## src/rtl/img_pkg.sv

```systemverilog
// Shared image-pipeline definitions: default pixel width, frame FSM states and a
// width helper that never returns zero.
package img_pkg;

    localparam int PIX_W_DEF = 8;

    typedef enum logic [1:0] {
        IDLE,
        RUN,
        FLUSH,
        DONE
    } estado_t;

    // A single address still needs one bit, so $clog2 is clamped to 1.
    function automatic int clog2_min1(input int v);
        return (v <= 2) ? 1 : $clog2(v);
    endfunction

endpackage

```

## src/rtl/gerador_endereco_ampliacao.sv

```systemverilog
// Address generator for nearest-neighbour up-scaling: walks the destination raster
// with nested counters so the source address needs no divide or multiply.
module gerador_endereco_ampliacao
    import img_pkg::*;
#(
    parameter int LARGURA = 4,
    parameter int ALTURA  = 4,
    parameter int FATOR   = 2,
    parameter int N_DST   = LARGURA * ALTURA * FATOR * FATOR,
    parameter int SRC_AW  = clog2_min1(LARGURA * ALTURA),
    parameter int DST_AW  = clog2_min1(N_DST)
) (
    input  logic              clk,
    input  logic              rst,
    input  logic              clr,
    input  logic              adv,
    input  logic              wr_step,
    output logic [SRC_AW-1:0] rd_addr,
    output logic [DST_AW-1:0] wr_addr,
    output logic              last
);

    localparam int FX_W = clog2_min1(FATOR);
    localparam int SX_W = clog2_min1(LARGURA);

    localparam logic [FX_W-1:0]   FX_MAX   = FX_W'(FATOR - 1);
    localparam logic [SX_W-1:0]   SX_MAX   = SX_W'(LARGURA - 1);
    localparam logic [SRC_AW-1:0] ROW_STEP = SRC_AW'(LARGURA);
    localparam logic [SRC_AW-1:0] ROW_LAST = SRC_AW'((ALTURA - 1) * LARGURA);
    localparam logic [DST_AW-1:0] DST_MAX  = DST_AW'(N_DST - 1);

    logic [FX_W-1:0]   fx;
    logic [FX_W-1:0]   fy;
    logic [SX_W-1:0]   sx;
    logic [SRC_AW-1:0] row_base;
    logic [DST_AW-1:0] wr_cnt;

    // fx repeats a source pixel horizontally, fy repeats a source row vertically.
    always_ff @(posedge clk or posedge rst) begin
        if (rst) begin
            fx       <= '0;
            fy       <= '0;
            sx       <= '0;
            row_base <= '0;
        end else if (clr) begin
            fx       <= '0;
            fy       <= '0;
            sx       <= '0;
            row_base <= '0;
        end else if (adv) begin
            if (fx == FX_MAX) begin
                fx <= '0;
                if (sx == SX_MAX) begin
                    sx <= '0;
                    if (fy == FX_MAX) begin
                        fy       <= '0;
                        row_base <= (row_base == ROW_LAST) ? '0 : row_base + ROW_STEP;
                    end else begin
                        fy <= fy + 1'b1;
                    end
                end else begin
                    sx <= sx + 1'b1;
                end
            end else begin
                fx <= fx + 1'b1;
            end
        end
    end

    always_ff @(posedge clk or posedge rst) begin
        if (rst) begin
            wr_cnt <= '0;
        end else if (clr) begin
            wr_cnt <= '0;
        end else if (wr_step) begin
            wr_cnt <= (wr_cnt == DST_MAX) ? '0 : wr_cnt + 1'b1;
        end
    end

    assign rd_addr = row_base + SRC_AW'(sx);
    assign wr_addr = wr_cnt;
    assign last    = (fx == FX_MAX) && (sx == SX_MAX) && (fy == FX_MAX) && (row_base == ROW_LAST);

endmodule

```

## src/rtl/ampliacao_replicacao.sv

```systemverilog
// Frame up-scaler: replicates each source pixel into a FATOR x FATOR block, one
// destination pixel per cycle, one frame per start pulse.
module ampliacao_replicacao
    import img_pkg::*;
#(
    parameter int LARGURA    = 4,
    parameter int ALTURA     = 4,
    parameter int FATOR      = 2,
    parameter int PIX_W      = PIX_W_DEF,
    parameter int NEW_LARG   = LARGURA * FATOR,
    parameter int NEW_ALTURA = ALTURA * FATOR,
    parameter int SRC_AW     = clog2_min1(LARGURA * ALTURA),
    parameter int DST_AW     = clog2_min1(NEW_LARG * NEW_ALTURA)
) (
    input  logic              clk,
    input  logic              rst,
    input  logic              start,
    output logic              busy,
    output logic              done,
    output logic              rd_en,
    output logic [SRC_AW-1:0] rd_addr,
    input  logic [PIX_W-1:0]  rd_data,
    output logic              wr_en,
    output logic [DST_AW-1:0] wr_addr,
    output logic [PIX_W-1:0]  wr_data
);

    localparam int N_DST = NEW_LARG * NEW_ALTURA;

    estado_t estado;
    logic    clr;
    logic    adv;
    logic    last;

    assign clr = (estado == IDLE) && start;
    assign adv = (estado == RUN);

    gerador_endereco_ampliacao #(
        .LARGURA (LARGURA),
        .ALTURA  (ALTURA),
        .FATOR   (FATOR),
        .N_DST   (N_DST),
        .SRC_AW  (SRC_AW),
        .DST_AW  (DST_AW)
    ) u_gerador (
        .clk     (clk),
        .rst     (rst),
        .clr     (clr),
        .adv     (adv),
        .wr_step (wr_en),
        .rd_addr (rd_addr),
        .wr_addr (wr_addr),
        .last    (last)
    );

    // wr_en trails rd_en by one cycle, matching the source RAM read latency.
    always_ff @(posedge clk or posedge rst) begin
        if (rst) begin
            estado <= IDLE;
            busy   <= 1'b0;
            done   <= 1'b0;
            rd_en  <= 1'b0;
            wr_en  <= 1'b0;
        end else begin
            case (estado)
                IDLE: begin
                    done  <= 1'b0;
                    wr_en <= 1'b0;
                    if (start) begin
                        estado <= RUN;
                        busy   <= 1'b1;
                        rd_en  <= 1'b1;
                    end
                end
                RUN: begin
                    wr_en <= 1'b1;
                    if (last) begin
                        estado <= FLUSH;
                        rd_en  <= 1'b0;
                    end
                end
                FLUSH: begin
                    wr_en  <= 1'b0;
                    busy   <= 1'b0;
                    done   <= 1'b1;
                    estado <= DONE;
                end
                DONE: begin
                    done   <= 1'b0;
                    estado <= IDLE;
                end
                default: begin
                    estado <= IDLE;
                    busy   <= 1'b0;
                    done   <= 1'b0;
                    rd_en  <= 1'b0;
                    wr_en  <= 1'b0;
                end
            endcase
        end
    end

    // Source data arrives exactly in the write cycle; gating keeps the bus at zero otherwise.
    assign wr_data = wr_en ? rd_data : '0;

endmodule

```

## config.mk

```make
export PLATFORM = sky130hd
export DESIGN_NAME = ampliacao_replicacao
export DESIGN_NICKNAME = d
export VERILOG_FILES = /design/src/rtl/img_pkg.sv /design/src/rtl/gerador_endereco_ampliacao.sv /design/src/rtl/ampliacao_replicacao.sv
export SDC_FILE = /design/constraint.sdc
export NUM_CORES = 1
export LEC_CHECK = 0
export CORE_UTILIZATION = 43
export CTS_BUF_LIST = sky130_fd_sc_hd__clkbuf_4
export DETAILED_ROUTE_END_ITERATION = 16
export DONT_BUFFER_PORTS = 1
export SETUP_SLACK_MARGIN = 0.02
export SYNTH_ARGS = -nofsm -noshare
export SYNTH_HDL_FRONTEND = slang
export SYNTH_SLANG_ARGS = --single-unit
```

## constraint.sdc

```tcl
create_clock -name clk -period 5.1 [get_ports clk]
set_clock_uncertainty 0.15 [all_clocks]
set_input_delay 1.02 -clock clk [delete_from_list [all_inputs] [get_ports clk]]
set_output_delay 1.02 -clock clk [all_outputs]
set_load 0.02 [all_outputs]
```

==> results_dict.tcl <==
set metrics [dict create \
    async_reset_ff_frac 1.000 \
    die-height_um 52.00 \
    worstSetupEndpoint "wr_data[0]" \
    internal_power_uw 380.0 \
    sw_frac_of_total 0.4948 \
    cp_top_family "simple AND/OR/NAND/NOR gates" \
    ant_nets 0 \
    rsz0062_at_grt "false" \
    post_cts_resized 0 \
    syn_area_per_cell_um2 9.771 \
    start_util 0.4722 \
    synthTopCellsByCount "18 x dfrtp_1, 13 x nand2_1, 10 x o21ai_0" \
    postPlaceCellArea_mm2 0.001069 \
    status "finished clean" \
    core_mm2 0.002276 \
    syn-num-nets 130 \
    grt_usage 0.1613 \
    dp_cells 133 \
    fill_cells 215 \
    synth_top_cells_by_area "dfrtp_1 42%, ha_1 10%, and2_1 4.7%, o21ai_0 4.7%, nand2_1 4.5%" \
    dr_total_vias 741 \
    wirelength_mm 1.871 \
    crit-reg2reg-launch "estado[0]" \
    insertion_delay_ns 0.29 \
    powerDensity_mw_per_mm2 687.1 \
    finalHoldViolations 0 \
    fin_cells 137 \
    port_buffers 0 \
    ys_seq_area_frac 0.4191 \
    crit_path_start_kind "input port" \
    r2r_end "u_gerador.row_base[2]" \
    critPathMaxFanout 1 \
    syn2layout_area_growth_pct 1.863 \
    cp-startpoint "rd_data[0]" \
    synth_cell_types 29 \
    drt_iter0_drc 4 \
    slew_viol_final 0 \
    pre_cts_ws_ns 2.674 \
    cts_max_path_buffers 2 \
    p_sw_uw 372.2 \
    max_cap_violations 0 \
    ys_ff_latch 18 \
    post_drt_wl_per_cell_um 13.66 \
    ioPinCount 33 \
    numCtsBuffers 3 \
    antenna_found_initial 0 \
    grt_max_degree 19 \
    n_antenna_cell 0 \
    hp-class "register to register" \
    first_global_vias 723 \
    endpoint_kind "output port" \
    rr_worst_depth 6 \
    cpMaxStageDelayCell "and2_1" \
    critPathKind "input port to output port" \
    synth_top_area_frac 0.4191 \
    synth_cells 110 \
    final_nets 130 \
    peakVddDrop_mv 0.3241 \
    path_depth 1 \
    h-tree-depth 1 \
    cp.arrival_ns 1.25 \
    yosys_most_used_dff "dfrtp_1" \
    critical_path_buf_inv_count 0 \
    slew_headroom 0.5356 \
    tightest_slew_ns 0.6958 \
    path_clk_slew_ns 0.11 \
    post-synth-top-count-cell "dfrtp_1" \
    ctsHoldBuffers 0 \
    postLayoutCellArea_mm2 0.001095 \
    drc_errors 0 \
    r2r_setup_slack_ns 3.22 \
    crit_required_ns 3.93 \
    postCtsSetupRepairBufs 0 \
    layout-drive-gt1-share 0.1193 \
    fp-row-count 17 \
    grt_overflow 0 \
    die-area_mm2 0.002703 \
    leakage_uw 0.0004820 \
    slowest_delay_ns 0.23 \
    viasPerCell 5.409 \
    layout_setup_ws_ns 2.678 \
    yosysWarnings 0 \
    share_comb_of_total_power 0.437 \
    finalSetupTns_ns 0 \
    first_pass_iters 4 \
    period_share 0.4748 \
    power.share.clock 0.097 \
    yosys.area.top_type "dfrtp_1" \
    dp_hpwl_mm 1.443 \
    gp_congestion 0.7851 \
    post-route-util 0.4810 \
    finalSetupViolCount 0 \
    die_width_um 52.00 \
    clock-root-buffer "clkbuf_4" \
    cts.sinks 18 \
    syn_area_mm2 0.001075 \
    grt_pass1_wl_mm 3.187 \
    seqPwrFrac 0.465 \
    fmax_mhz 412.9 \
    worstPathCellList "and2_1" \
    finalCriticalPeriod_ns 2.422 \
    cts_tree "built" \
    synth_edf_count 0 \
]
-- power groups by stage --
stage          Clock, uW  Sequential (uW)  Combinational [uW]
2_1_floorplan          0              324                 317
6_report            73.1              350                 329
5_1_grt             82.3              366                 376
3_3_place_gp           0              351                 324
3_5_place_dp           0              355                 334
4_1_cts             76.3              351                 334
-- how the worst min path moves through the flow --
stage | startpoint | endpoint | cells past startpoint
2_1_floorplan | u_gerador.fy | u_gerador.fy | 1
5_1_grt | u_gerador.fy | u_gerador.fy | 1
6_report | u_gerador.fy | u_gerador.fy | 1
3_3_place_gp | u_gerador.fy | u_gerador.fy | 1
3_5_place_dp | u_gerador.fy | u_gerador.fy | 1
4_1_cts | u_gerador.fy | u_gerador.fy | 1
-- sequential cells by signal (all words and copies together), names as in the netlist --
signal and flops:
rd_en 1, done 1, busy 1, u_gerador.wr_addr 6, u_gerador.sx 2, u_gerador.row_base 2, wr_en 1, u_gerador.fy 1
estado 2, u_gerador.fx 1
-- area by class of cell --
class | instances | area, um^2 | area share
tap | 28 | 35.03 | 0.03200
clock inverter | 1 | 3.754 | 0.003429
sequential | 18 | 450.4 | 0.4114
multi-input combinational | 81 | 560.5 | 0.5120
clock buffer | 3 | 22.52 | 0.02057
inverter | 6 | 22.52 | 0.02057
-- layer usage --
layer  GRT usage  share of wire  up-vias
met2      0.2479           0.48       13
met5           0              0        -
li1            -              -      378
met1      0.2091           0.47      348
met3     0.04678          0.044        2
met4     0.06757         0.0091        0
-- cell usage in the layout (no fill, tap or decap), drive strengths merged, types with 2 or more instances in the layout --
cell type	Yosys	routed
mux2	4	4
ha	9	9
and2	9	9
dfrtp	18	18
mux2i	2	2
clkbuf	2	3
nand3	3	3
inv	6	6
a32o	2	2
a21oi	7	7
o21ai	13	13
nand2	14	14
nor3	4	4
nor2	6	6
-- metrics by stage --
step / hold WS, ns / power (uW)
floorplan: 0.3547 / 641.2
global placement: 0.3708 / 675.7
detailed placement: 0.3840 / 688.8
CTS: 0.4107 / 761.7
global route: 0.4358 / 824.3
finish: 0.4040 / 752.2
-- cells by family (layout without fill, tap and decap cells) --
logic type | after synthesis | in the layout | share of synthesized area
buffers and inverters | 11 | 10 | 0.05937
and+or+nand+nor | 38 | 38 | 0.1816
AOI/OAI and AO/OA | 28 | 28 | 0.1712
DFF | 18 | 18 | 0.4191
adders and majority gates | 9 | 9 | 0.1048
muxes | 6 | 6 | 0.06402
No activity file was read; power rests on OpenSTA's default activity.
